==> config.mk <==
export PLATFORM = sky130hd
export DESIGN_NAME = pdm_mic_rx
export DESIGN_NICKNAME = d
export VERILOG_FILES = /design/src/rtl/pdm_pkg.sv /design/src/rtl/pdm_cic_decim.sv /design/src/rtl/pdm_mic_rx.sv
export SDC_FILE = /design/constraint.sdc
export NUM_CORES = 1
export LEC_CHECK = 0
export BUFFER_PORTS_ARGS = -buffer_cell sky130_fd_sc_hd__buf_2
export CORE_ASPECT_RATIO = 1.25
export CORE_MARGIN = 1
export CORE_UTILIZATION = 26
export DETAILED_ROUTE_END_ITERATION = 10
export SYNTH_ARGS = -nofsm -noshare
export SYNTH_HDL_FRONTEND = slang
export SYNTH_HIERARCHICAL = 1
export SYNTH_SLANG_ARGS = --single-unit
==> constraint.sdc <==
create_clock -name clk -period 8.2 [get_ports clk]
set_clock_uncertainty 0.1 [all_clocks]
set_input_delay 2.05 -clock clk [delete_from_list [all_inputs] [get_ports clk]]
set_output_delay 2.05 -clock clk [all_outputs]
set_load 0.005 [all_outputs]
==> src/rtl/pdm_pkg.sv <==
// Shared constants and types for the PDM microphone receiver.
//   CIC_ORDER       : number of integrator/comb stages
//   CIC_DIFF_DELAY  : comb differential delay
//   PCM_WIDTH       : width of the presented PCM samples
//   DEF_CLKDIV      : default ock half-period in clk cycles
//   DEF_DECIM       : default decimation ratio in ock periods
package pdm_pkg;

    localparam int CIC_ORDER      = 3;
    localparam int CIC_DIFF_DELAY = 1;
    localparam int PCM_WIDTH      = 32;
    localparam int DEF_CLKDIV     = 4;
    localparam int DEF_DECIM      = 64;

    // ock phase sequencer states
    typedef enum logic [1:0] {
        OCK_IDLE = 2'd0,
        OCK_HIGH = 2'd1,
        OCK_LOW  = 2'd2
    } ock_state_t;

    // Datapath width for a +/-1 input: order*log2(R) growth plus sign/headroom.
    function automatic int cic_width(input int decim);
        return CIC_ORDER * $clog2(decim) + 2;
    endfunction

endpackage

==> src/rtl/pdm_cic_decim.sv <==
// Single-channel CIC decimator for a 1-bit PDM stream.
//   clk, rstn : system clock, async active-low reset
//   clr       : synchronous clear of all filter state
//   in_bit    : PDM bit, 1 -> +1, 0 -> -1
//   in_stb    : one-cycle strobe, integrators advance by one input sample
//   out_stb   : one-cycle strobe, dout holds a new decimated sample
//   dout      : signed decimated output (valid while out_stb=1)
module pdm_cic_decim
    import pdm_pkg::*;
#(
    parameter int DECIM = DEF_DECIM,
    parameter int W     = cic_width(DEF_DECIM)
) (
    input  logic                clk,
    input  logic                rstn,
    input  logic                clr,
    input  logic                in_bit,
    input  logic                in_stb,
    output logic                out_stb,
    output logic signed [W-1:0] dout
);

    localparam int DW = $clog2(DECIM);
    localparam logic [DW-1:0] DEC_LOAD = DW'(DECIM - 1);

    logic signed [W-1:0] x;
    logic signed [W-1:0] integ     [CIC_ORDER];
    logic signed [W-1:0] integ_nxt [CIC_ORDER];
    logic signed [W-1:0] comb_in   [CIC_ORDER];
    logic signed [W-1:0] comb_dly  [CIC_ORDER][CIC_DIFF_DELAY];
    logic signed [W-1:0] iacc;
    logic signed [W-1:0] cacc;
    logic [DW-1:0]       dec_cnt;
    logic                pend;

    assign x = in_bit ? W'(1) : '1;

    // Integrators chain combinationally so a cascade of N stages adds no
    // extra sample delay; wrap-around is harmless because the comb result
    // always fits in W bits.
    always_comb begin
        iacc = x;
        for (int i = 0; i < CIC_ORDER; i++) begin
            iacc         = integ[i] + iacc;
            integ_nxt[i] = iacc;
        end
    end

    always_comb begin
        cacc = integ[CIC_ORDER-1];
        for (int i = 0; i < CIC_ORDER; i++) begin
            comb_in[i] = cacc;
            cacc       = cacc - comb_dly[i][CIC_DIFF_DELAY-1];
        end
        dout = cacc;
    end

    assign out_stb = pend;

    always_ff @(posedge clk or negedge rstn) begin
        if (!rstn) begin
            dec_cnt <= DEC_LOAD;
            pend    <= 1'b0;
            for (int i = 0; i < CIC_ORDER; i++) begin
                integ[i] <= '0;
                for (int j = 0; j < CIC_DIFF_DELAY; j++) comb_dly[i][j] <= '0;
            end
        end else if (clr) begin
            dec_cnt <= DEC_LOAD;
            pend    <= 1'b0;
            for (int i = 0; i < CIC_ORDER; i++) begin
                integ[i] <= '0;
                for (int j = 0; j < CIC_DIFF_DELAY; j++) comb_dly[i][j] <= '0;
            end
        end else begin
            pend <= in_stb && (dec_cnt == '0);
            if (in_stb) begin
                for (int i = 0; i < CIC_ORDER; i++) integ[i] <= integ_nxt[i];
                dec_cnt <= (dec_cnt == '0) ? DEC_LOAD : dec_cnt - 1'b1;
            end
            // Combs run one clk after the last integrator update of the period.
            if (pend) begin
                for (int i = 0; i < CIC_ORDER; i++) begin
                    comb_dly[i][0] <= comb_in[i];
                    for (int j = 1; j < CIC_DIFF_DELAY; j++) comb_dly[i][j] <= comb_dly[i][j-1];
                end
            end
        end
    end

endmodule

==> src/rtl/pdm_mic_rx.sv <==
// Stereo PDM microphone receiver: generates the PDM bit clock, splits the
// shared data line into left (ock high) and right (ock low) bits, decimates
// each with a CIC filter and presents sample pairs with valid/ready.
//   clk, rstn      : system clock, async active-low reset
//   en             : link enable
//   ock            : PDM bit clock to the microphones
//   sdi            : shared stereo PDM data
//   dout_l, dout_r : PCM sample pair, two's complement
//   valid, ready   : sample-pair handshake
//   ovf, clr_ovf   : sticky overflow flag (pair dropped) and its clear
//
// ock sequencer
//   state    | meaning
//   OCK_IDLE | ock low before the first rising edge (or link disabled)
//   OCK_HIGH | ock high, left bit sampled on the last cycle
//   OCK_LOW  | ock low, right bit sampled on the last cycle
module pdm_mic_rx
    import pdm_pkg::*;
#(
    parameter int CLKDIV = DEF_CLKDIV,
    parameter int DECIM  = DEF_DECIM
) (
    input  logic                 clk,
    input  logic                 rstn,
    input  logic                 en,
    output logic                 ock,
    input  logic                 sdi,
    output logic [PCM_WIDTH-1:0] dout_l,
    output logic [PCM_WIDTH-1:0] dout_r,
    output logic                 valid,
    input  logic                 ready,
    output logic                 ovf,
    input  logic                 clr_ovf
);

    localparam int CW   = cic_width(DECIM);
    localparam int DIVW = $clog2(CLKDIV);
    localparam int SW   = $clog2(CIC_ORDER + 1);
    localparam logic [DIVW-1:0] DIV_LOAD = DIVW'(CLKDIV - 1);

    ock_state_t          state, state_nxt;
    logic [DIVW-1:0]     div;
    logic                tc;
    logic                left_stb, right_stb;
    logic                left_bit;
    logic                stb_l, stb_r, dec_stb;
    logic signed [CW-1:0] y_l, y_r;
    logic [SW-1:0]       settle;
    logic                present;

    assign tc = (div == '0);

    always_ff @(posedge clk or negedge rstn) begin
        if (!rstn) begin
            state <= OCK_IDLE;
            div   <= DIV_LOAD;
        end else begin
            state <= state_nxt;
            if (!en || tc) div <= DIV_LOAD;
            else           div <= div - 1'b1;
        end
    end

    always_comb begin
        state_nxt = state;
        left_stb  = 1'b0;
        right_stb = 1'b0;
        if (!en) begin
            state_nxt = OCK_IDLE;
        end else if (tc) begin
            case (state)
                OCK_IDLE: state_nxt = OCK_HIGH;
                OCK_HIGH: begin
                    state_nxt = OCK_LOW;
                    left_stb  = 1'b1;
                end
                OCK_LOW: begin
                    state_nxt = OCK_HIGH;
                    right_stb = 1'b1;
                end
                default: state_nxt = OCK_IDLE;
            endcase
        end
    end

    // Gated by en so the clock stops in the same cycle the link is disabled.
    assign ock = en && (state == OCK_HIGH);

    always_ff @(posedge clk or negedge rstn) begin
        if (!rstn)         left_bit <= 1'b0;
        else if (left_stb) left_bit <= sdi;
    end

    // Both filters advance on the right-bit strobe so the pair completes together.
    pdm_cic_decim #(.DECIM(DECIM), .W(CW)) u_cic_l (
        .clk     (clk),
        .rstn    (rstn),
        .clr     (!en),
        .in_bit  (left_bit),
        .in_stb  (right_stb),
        .out_stb (stb_l),
        .dout    (y_l)
    );

    pdm_cic_decim #(.DECIM(DECIM), .W(CW)) u_cic_r (
        .clk     (clk),
        .rstn    (rstn),
        .clr     (!en),
        .in_bit  (sdi),
        .in_stb  (right_stb),
        .out_stb (stb_r),
        .dout    (y_r)
    );

    assign dec_stb = stb_l && stb_r;
    assign present = dec_stb && (settle == SW'(CIC_ORDER));

    // The first CIC_ORDER outputs after enable still see the zero start-up state.
    always_ff @(posedge clk or negedge rstn) begin
        if (!rstn)                                         settle <= '0;
        else if (!en)                                      settle <= '0;
        else if (dec_stb && (settle != SW'(CIC_ORDER)))    settle <= settle + 1'b1;
    end

    always_ff @(posedge clk or negedge rstn) begin
        if (!rstn) begin
            dout_l <= '0;
            dout_r <= '0;
            valid  <= 1'b0;
            ovf    <= 1'b0;
        end else begin
            if (present && (!valid || ready)) begin
                dout_l <= PCM_WIDTH'(y_l);
                dout_r <= PCM_WIDTH'(y_r);
                valid  <= 1'b1;
            end else if (valid && ready) begin
                valid  <= 1'b0;
            end
            if (present && valid && !ready) ovf <= 1'b1;
            else if (clr_ovf)               ovf <= 1'b0;
        end
    end

endmodule

==> results of run 1 <==
==> final timing paths <==
path / startpoint / end / depth (start not counted)
setup / recovery: sdi / u_cic_r/comb_in[59] / 29
hold / removal: div[0] / div[0] / 1
setup reg to reg: left_bit / u_cic_l/comb_in[59] / 25
hold reg to reg: div[0] / div[0] / 1
max in group asynchronous: rstn / dout_l[15] / 2
min in group asynchronous: rstn / left_bit / 1
==> final cells by class <==
| class | count | share of cell area [%] |
|---|---|---|
| Tap cell | 1168 | 5.66 |
| Clock buffer | 51 | 4.25 |
| Clock inverter | 13 | 0.780 |
| Timing Repair Buffer | 88 | 1.95 |
| Multi-Input combinational cell | 1934 | 54.9 |
| Sequential cell | 303 | 29.4 |
| Inverter | 207 | 3.04 |
==> flip-flops by register name, summed over array words and instances, names as in the netlist, 6 cells and up <==
name	cells
dout_l	20
dout_r	20
u_cic_l/comb_dly	60
u_cic_l/comb_in	20
u_cic_l/dec_cnt	6
u_cic_l/integ	40
u_cic_r/comb_dly	60
u_cic_r/comb_in	20
u_cic_r/dec_cnt	6
u_cic_r/integ	40
==> placed cells by master, fill, tap and decap left out, types with 15 or more instances in the layout <==
cell type  netlist  final
nand3_1         41     41
nor2b_1         34     34
o21ai_0        107    107
xnor2_1        125    125
mux2_2          31     31
buf_4           24     15
inv_1          205    204
nor3_1          43     43
nand2_1        119    119
dfrtp_1        289    287
o21bai_1        21     21
a211oi_1        30     30
mux2i_1        175    175
buf_2            0     71
a21boi_0        20     20
nand2b_1        30     30
and3_1          16     16
o21a_1          28     28
ha_1           234    234
a21o_1          71     71
or3_1           19     19
a21oi_1        167    167
nor2_1         336    336
xor2_1          54     54
o211ai_1        15     15
a31oi_1         24     24
clkbuf_16        0     37
==> power groups by stage <==
stage                     clock network [mW]  logic, mW  registers [mW]
after CTS                               1.84      0.303            1.50
after global placement                     0      0.300            1.53
after floorplan                            0      0.213            1.53
final                                   1.78      0.297            1.50
after global routing                    1.89      0.339            1.50
after detailed placement                   0      0.302            1.53
==> cells by family after synthesis <==
family	count (synthesis)
AOI/OAI and AO/OA	576
xor gates and xnor gates	185
adders and majority gates	246
buffers and inverters	305
DFF	303
muxes	217
and+or+nand+nor	710
==> layer usage <==
metal,vias up,routed length (um)
met1,8302,23000
met4,0,971
met2,152,23400
li1,8927,-
met5,-,0
met3,54,1220
==> run_results.csv, run 1 <==
group,metric,value,unit
status,outcome,"finished, final reports clean",
logic_synthesis,muxShareOfSynthArea,9.80,%
cells_and_area,fin_util,29.5,%
logic_synthesis,syn_nets,2794,
hold_path,hold_path_class,"register to register",
logic_synthesis,ys_warn_count,6,
clock_network,postCtsResizedCells,0,
cells_and_area,design_area,25800,sq um
timing,fin_ws,0.890,ns
grt,gr-total-overflow,0,
logic_synthesis,synth_top_area_cell,"dfrtp_1",
grt,grt_pass1_wl,83800,um
timing,tns,0,ns
logic_synthesis,synth_cell_types,95,
cells_and_area,seq_area,7600,sq um
routing,dr.pass1.iters,5,
critical_path,cp_slowest_cell,"a311oi_1",
grt,top_usage_layer,"met2",
placement,dp_cells,3700,
critical_path,start_kind,"input pin",
logic_synthesis,synth_ff_type,"dfrtp_1",
power_and_ir_drop,leakage,11.7,nW
timing,tightest_slew,0.925,ns
clock_network,cts.sinks,303,
critical_path,path_class,"input pin to register",
placement,dp_slack,0.337,ns
grt,grt_max_degree,121,
power_and_ir_drop,pwr-share-clk,49.7,%
logic_synthesis,avgSynthCellArea,9.08,sq um
routing,wl,48600,um
placement,placed_area,24500,sq um
power_and_ir_drop,power.density,138,nW/um^2
placement,place_congestion,0.785,
critical_path,crit_arrival,7.66,ns
routing,dr.first_iter.drc_count,946,
clock_network,numCtsBuffers,37,
logic_synthesis,ys_seq_area_share,32.9,%
logic_synthesis,synth-adder-area-share,13.7,%
die,core_area,87500,sq um
logic_synthesis,synth_compound_area_share,16.4,%
job,maxCapViolations,0,
logic_synthesis,synth_edf_count,0,
timing,slew_headroom,38.3,%
clock_network,ctsHoldBuffers,0,
critical_path,critPathMaxStageDelay,0.39,ns
grt,met3_usage,1.47,%
power_and_ir_drop,combPwrFrac,8.3,%
routing,routed_via_density,4.63,
logic_synthesis,synth_cells,2542,
logic_synthesis,ys_top_cells_by_count,"nor2_1 (336), dfrtp_1 (289), ha_1 (234), inv_1 (205), mux2i_1 (175)",
critical_path,required,8.55,ns
timing,period_share,89.1,%
power_and_ir_drop,internal_power,2.70,mW
logic_synthesis,synth-simple-area-share,14.1,%
clock_network,clk_pin_slew,0.06,ns
critical_path,end_kind,"register",
die,dieHeight,335,um
clock_network,cts-root-buf,"clkbuf_16",
logic_synthesis,synthTopCellsByArea,"dfrtp_1 (31%), ha_1 (13%), mux2i_1 (7.6%), nor2_1 (5.5%), xnor2_1 (4.7%)",
routing,routedWlPerCell,12.9,um
power_and_ir_drop,switchingPower,0.874,mW
clock_network,post-cts-setup-buffers,0,
logic_synthesis,synth_top_area_share,31.3,%
grt,antenna_found_initial,0,
power_and_ir_drop,sw_frac_of_total,24.5,%
die,floorplan.initialDensity,26.4,%
critical_path,critPathMaxFanout,17,
logic_synthesis,syn-cell-area,23100,sq um
power_and_ir_drop,seq_power_share,42.0,%
grt,grt_use_total,11.0,%
grt,grt_pass1_vias,17200,
routing,drtAntennaViolNets,0,
logic_synthesis,yosysMostFrequentCell,"nor2_1",
critical_path,cpMostUsedCell,"o21ai_0",
routing,drcViolationCount,0,
cells_and_area,num-fill-cells,9314,
timing,drv_slew,0,
die,die_x,269,um
placement,numPortBuffers,72,
logic_synthesis,ys_ff_latch,303,
timing,rsz0062_at_grt,"no",
placement,dp_hpwl,34700,um
clock_network,clk_latency,0.56,ns
cells_and_area,diodes,0,
cells_and_area,finalNonFillerCells,3764,
cells_and_area,multi_input_area,14200,sq um
power_and_ir_drop,report.power.total,3.57,mW
critical_path,r2r_setup_slack,1.26,ns
timing,finalHoldViolations,0,
timing,whs,0.343,ns
cells_and_area,area_growth,11.9,%
clock_network,cts_tree,"done",
cells_and_area,nets,2823,
grt,use_met2,18.9,%
die,io_pins,73,
logic_synthesis,async_flop_share,100,%
timing,timing.fmax,137,MHz
die,fp-row-count,121,
grt,grtUsageMet1,14.3,%
power_and_ir_drop,peakVddDrop,0.116,mV
clock_network,htreeDepth,2,
critical_path,critPathBufInv,4,
logic_synthesis,synth-xor-area-share,7.36,%
clock_network,clock_path_buffers,3,
routing,vias,17400,
timing,period_needed,7.31,ns
critical_path,critPathTopFamily,"compound AO/OA/AOI/OAI gates",
timing,setup-violations-final,0,
cells_and_area,layout-drive-gt1-share,9.67,%
logic_synthesis,synth_top_family_by_area,"compound AO/OA/AOI/OAI gates",
die,dieArea,90000,sq um
(Power assumes the default switching activity.)
==> run 2, diff against run 1 <==
--- a/config.mk
+++ b/config.mk
@@ -5,6 +5,7 @@
 export SDC_FILE = /design/constraint.sdc
 export NUM_CORES = 1
 export LEC_CHECK = 0
+export ABC_AREA = 1
 export BUFFER_PORTS_ARGS = -buffer_cell sky130_fd_sc_hd__buf_2
 export CORE_ASPECT_RATIO = 1.25
 export CORE_MARGIN = 1
==> run 2 against run 1 <==
Compared with the run above: final cell count increased by 12%; fmax rose by 11%; design area up 0.16%; synthesized cell count grew 17%.
==> run_results.csv, run 2 <==
group,metric,value,unit
grt,grt_use_total,12.5,%
logic_synthesis,synth_compound_area_share,18.1,%
grt,gr-total-overflow,0,
hold_path,hold_path_depth,1,
logic_synthesis,synth_cell_types,64,
critical_path,start_kind,"input pin",
timing,period_needed,6.62,ns
logic_synthesis,muxShareOfSynthArea,0,%
job,maxCapViolations,0,
logic_synthesis,synth_edf_count,0,
logic_synthesis,synth_top_area_share,31.3,%
cells_and_area,layout-drive-gt1-share,9.17,%
routing,drcViolationCount,0,
critical_path,timing.rr.end,"u_cic_l/comb_in[58]",
logic_synthesis,synthTopCellsByArea,"dfrtp_1 (31%), ha_1 (13%), nand2_1 (10%), inv_1 (7.0%), a21oi_1 (4.8%)",
routing,dr.pass1.iters,5,
critical_path,r2r_setup_slack,2.03,ns
clock_network,post-cts-setup-buffers,0,
clock_network,numCtsBuffers,36,
timing,rsz0062_at_grt,"no",
timing,drv_slew,0,
grt,grt_pass1_vias,19500,
cells_and_area,design_area,25900,sq um
hold_path,worstHoldEndpoint,"div[0]",
timing,tightest_slew,1.14,ns
critical_path,r2r_cells,27,
routing,routedWlPerCell,13.3,um
logic_synthesis,synth-adder-area-share,13.7,%
logic_synthesis,synth-xor-area-share,6.54,%
logic_synthesis,ys_top_cells_by_count,"nand2_1 (621), inv_1 (432), dfrtp_1 (289), ha_1 (234), a21oi_1 (223)",
routing,vias,19400,
grt,grt_max_degree,97,
die,core_area,87700,sq um
logic_synthesis,syn-cell-area,23100,sq um
timing,period_share,80.7,%
hold_path,hold_path_class,"register to register",
die,io_pins,73,
hold_path,hold_start,"div[0]",
placement,dp_cells,4156,
timing,timing.fmax,151,MHz
cells_and_area,finalNonFillerCells,4220,
timing,setup-violations-final,0,
logic_synthesis,ys_seq_area_share,32.9,%
die,floorplan.initialDensity,26.4,%
logic_synthesis,synth_top_family_by_area,"simple AND/OR/NAND/NOR gates",
logic_synthesis,yosysMostFrequentCell,"nand2_1",
timing,tns,0,ns
critical_path,end_kind,"register",
cells_and_area,layout_commonest_cell,"nand2_1",
clock_network,htreeDepth,2,
grt,grt_pass1_wl,94300,um
clock_network,clk_latency,0.53,ns
critical_path,required,8.51,ns
grt,antenna_found_initial,1,
critical_path,r2r_start,"left_bit",
routing,routed_via_density,4.60,
clock_network,clk_pin_slew,0.06,ns
cells_and_area,final_cell_mix,"nand2_1 (621), inv_1 (432), dfrtp_1 (289)",
timing,fin_ws,1.58,ns
critical_path,path_class,"input pin to register",
cells_and_area,area_growth,11.8,%
clock_network,postCtsResizedCells,0,
critical_path,critPathMaxFanout,13,
cells_and_area,diodes,0,
cells_and_area,nets,3278,
die,die_x,269,um
die,dieArea,90200,sq um
clock_network,cts-root-buf,"clkbuf_16",
critical_path,crit_arrival,6.93,ns
placement,place_congestion,0.872,
placement,numPortBuffers,72,
timing,finalHoldViolations,0,
clock_network,cts_tree,"done",
logic_synthesis,ys_ff_latch,303,
logic_synthesis,synth_cells,2982,
placement,dp_slack,0.974,ns
logic_synthesis,avgSynthCellArea,7.76,sq um
clock_network,ctsHoldBuffers,0,
logic_synthesis,syn_nets,3234,
placement,dp_hpwl,42900,um
routing,dr.first_iter.drc_count,860,
logic_synthesis,synth-simple-area-share,19.6,%
clock_network,cts.sinks,303,
logic_synthesis,async_flop_share,100,%
clock_network,clock_path_buffers,3,
routing,drtAntennaViolNets,0,
logic_synthesis,ys_warn_count,6,
placement,placed_area,24600,sq um
timing,slew_headroom,23.8,%
routing,wl,56200,um
logic_synthesis,synth_ff_type,"dfrtp_1",
status,outcome,"finished, final reports clean",
cells_and_area,largestRegisters,"u_cic_l/comb_dly (60), u_cic_r/comb_dly (60)",
logic_synthesis,synth_top_area_cell,"dfrtp_1",
die,dieHeight,335,um
die,fp-row-count,121,
## run 2: stage by stage
| step | hold slack, ns | util (%) |
|---|---|---|
| CTS | 0.348 | 29.5 |
| finish | 0.347 | 29.5 |
| floorplan | 0.321 | - |
| global placement | 0.327 | 28.1 |
| global route | 0.369 | 29.5 |
| detailed placement | 0.335 | 28.1 |
## run 2: worst max path at each step
stage	startpoint	end	slack, ns
after global placement	sdi	u_cic_r/comb_in[59]	1.06
after floorplan	sdi	u_cic_r/comb_in[59]	1.92
after global routing	sdi	u_cic_r/comb_in[59]	0.90
final	sdi	u_cic_r/comb_in[59]	1.58
after CTS	sdi	u_cic_r/comb_in[59]	1.52
after detailed placement	sdi	u_cic_r/comb_in[59]	0.97
## run 2: cells by family (layout without fill, tap and decap cells)
group                    count (synthesis)  in the layout
AND/OR/NAND/NOR                       1032           1032
AO/OA/AOI/OAI                          705            705
buffers and inverters                  525            595
flip-flops                             303            303
adder cells (fa/ha/maj)                246            246
XOR/XNOR                               171            171
## run 2: worst max-delay path, stage by stage
cell and delay (ns):
buf_2 0.14, inv_1 0.39, ha_1 0.37, a21oi_1 0.18, o21ai_0 0.15, a21o_2 0.25
a21oi_2 0.23, o21ai_0 0.14, xnor2_1 0.20, inv_1 0.07, ha_1 0.34, nand2_1 0.09
nor2_1 0.14, nand4_1 0.09, o21ai_1 0.30, a31oi_1 0.15, xor2_1 0.19, inv_1 0.06
ha_1 0.35, a21oi_1 0.25, o31ai_1 0.10, a21oi_1 0.10, o21ai_0 0.08, a31oi_1 0.23
nand3_1 0.11, nand3_1 0.08, nand2_1 0.05
## run 2: final cells by class
type	instances	area, sq um
clock buffers	47	1030
clock inverters	17	198
fillers	9390	61800
inverters	445	1670
multi-input cells	2154	13400
flip-flops and latches	303	7600
well taps	1168	1460
repair buffers	86	475
## run 2: layer usage
metal	vias to the layer above	track usage [%]	wire, um
li1	10100	-	-
met1	8983	14.3	24100
met2	287	23.9	28900
met3	97	1.12	1520
met4	2	4.35	1700
met5	-	0	8
Power of run 2 is not shown: default switching activity piles up to over one toggle a cycle in this logic, so the estimate is an artifact.
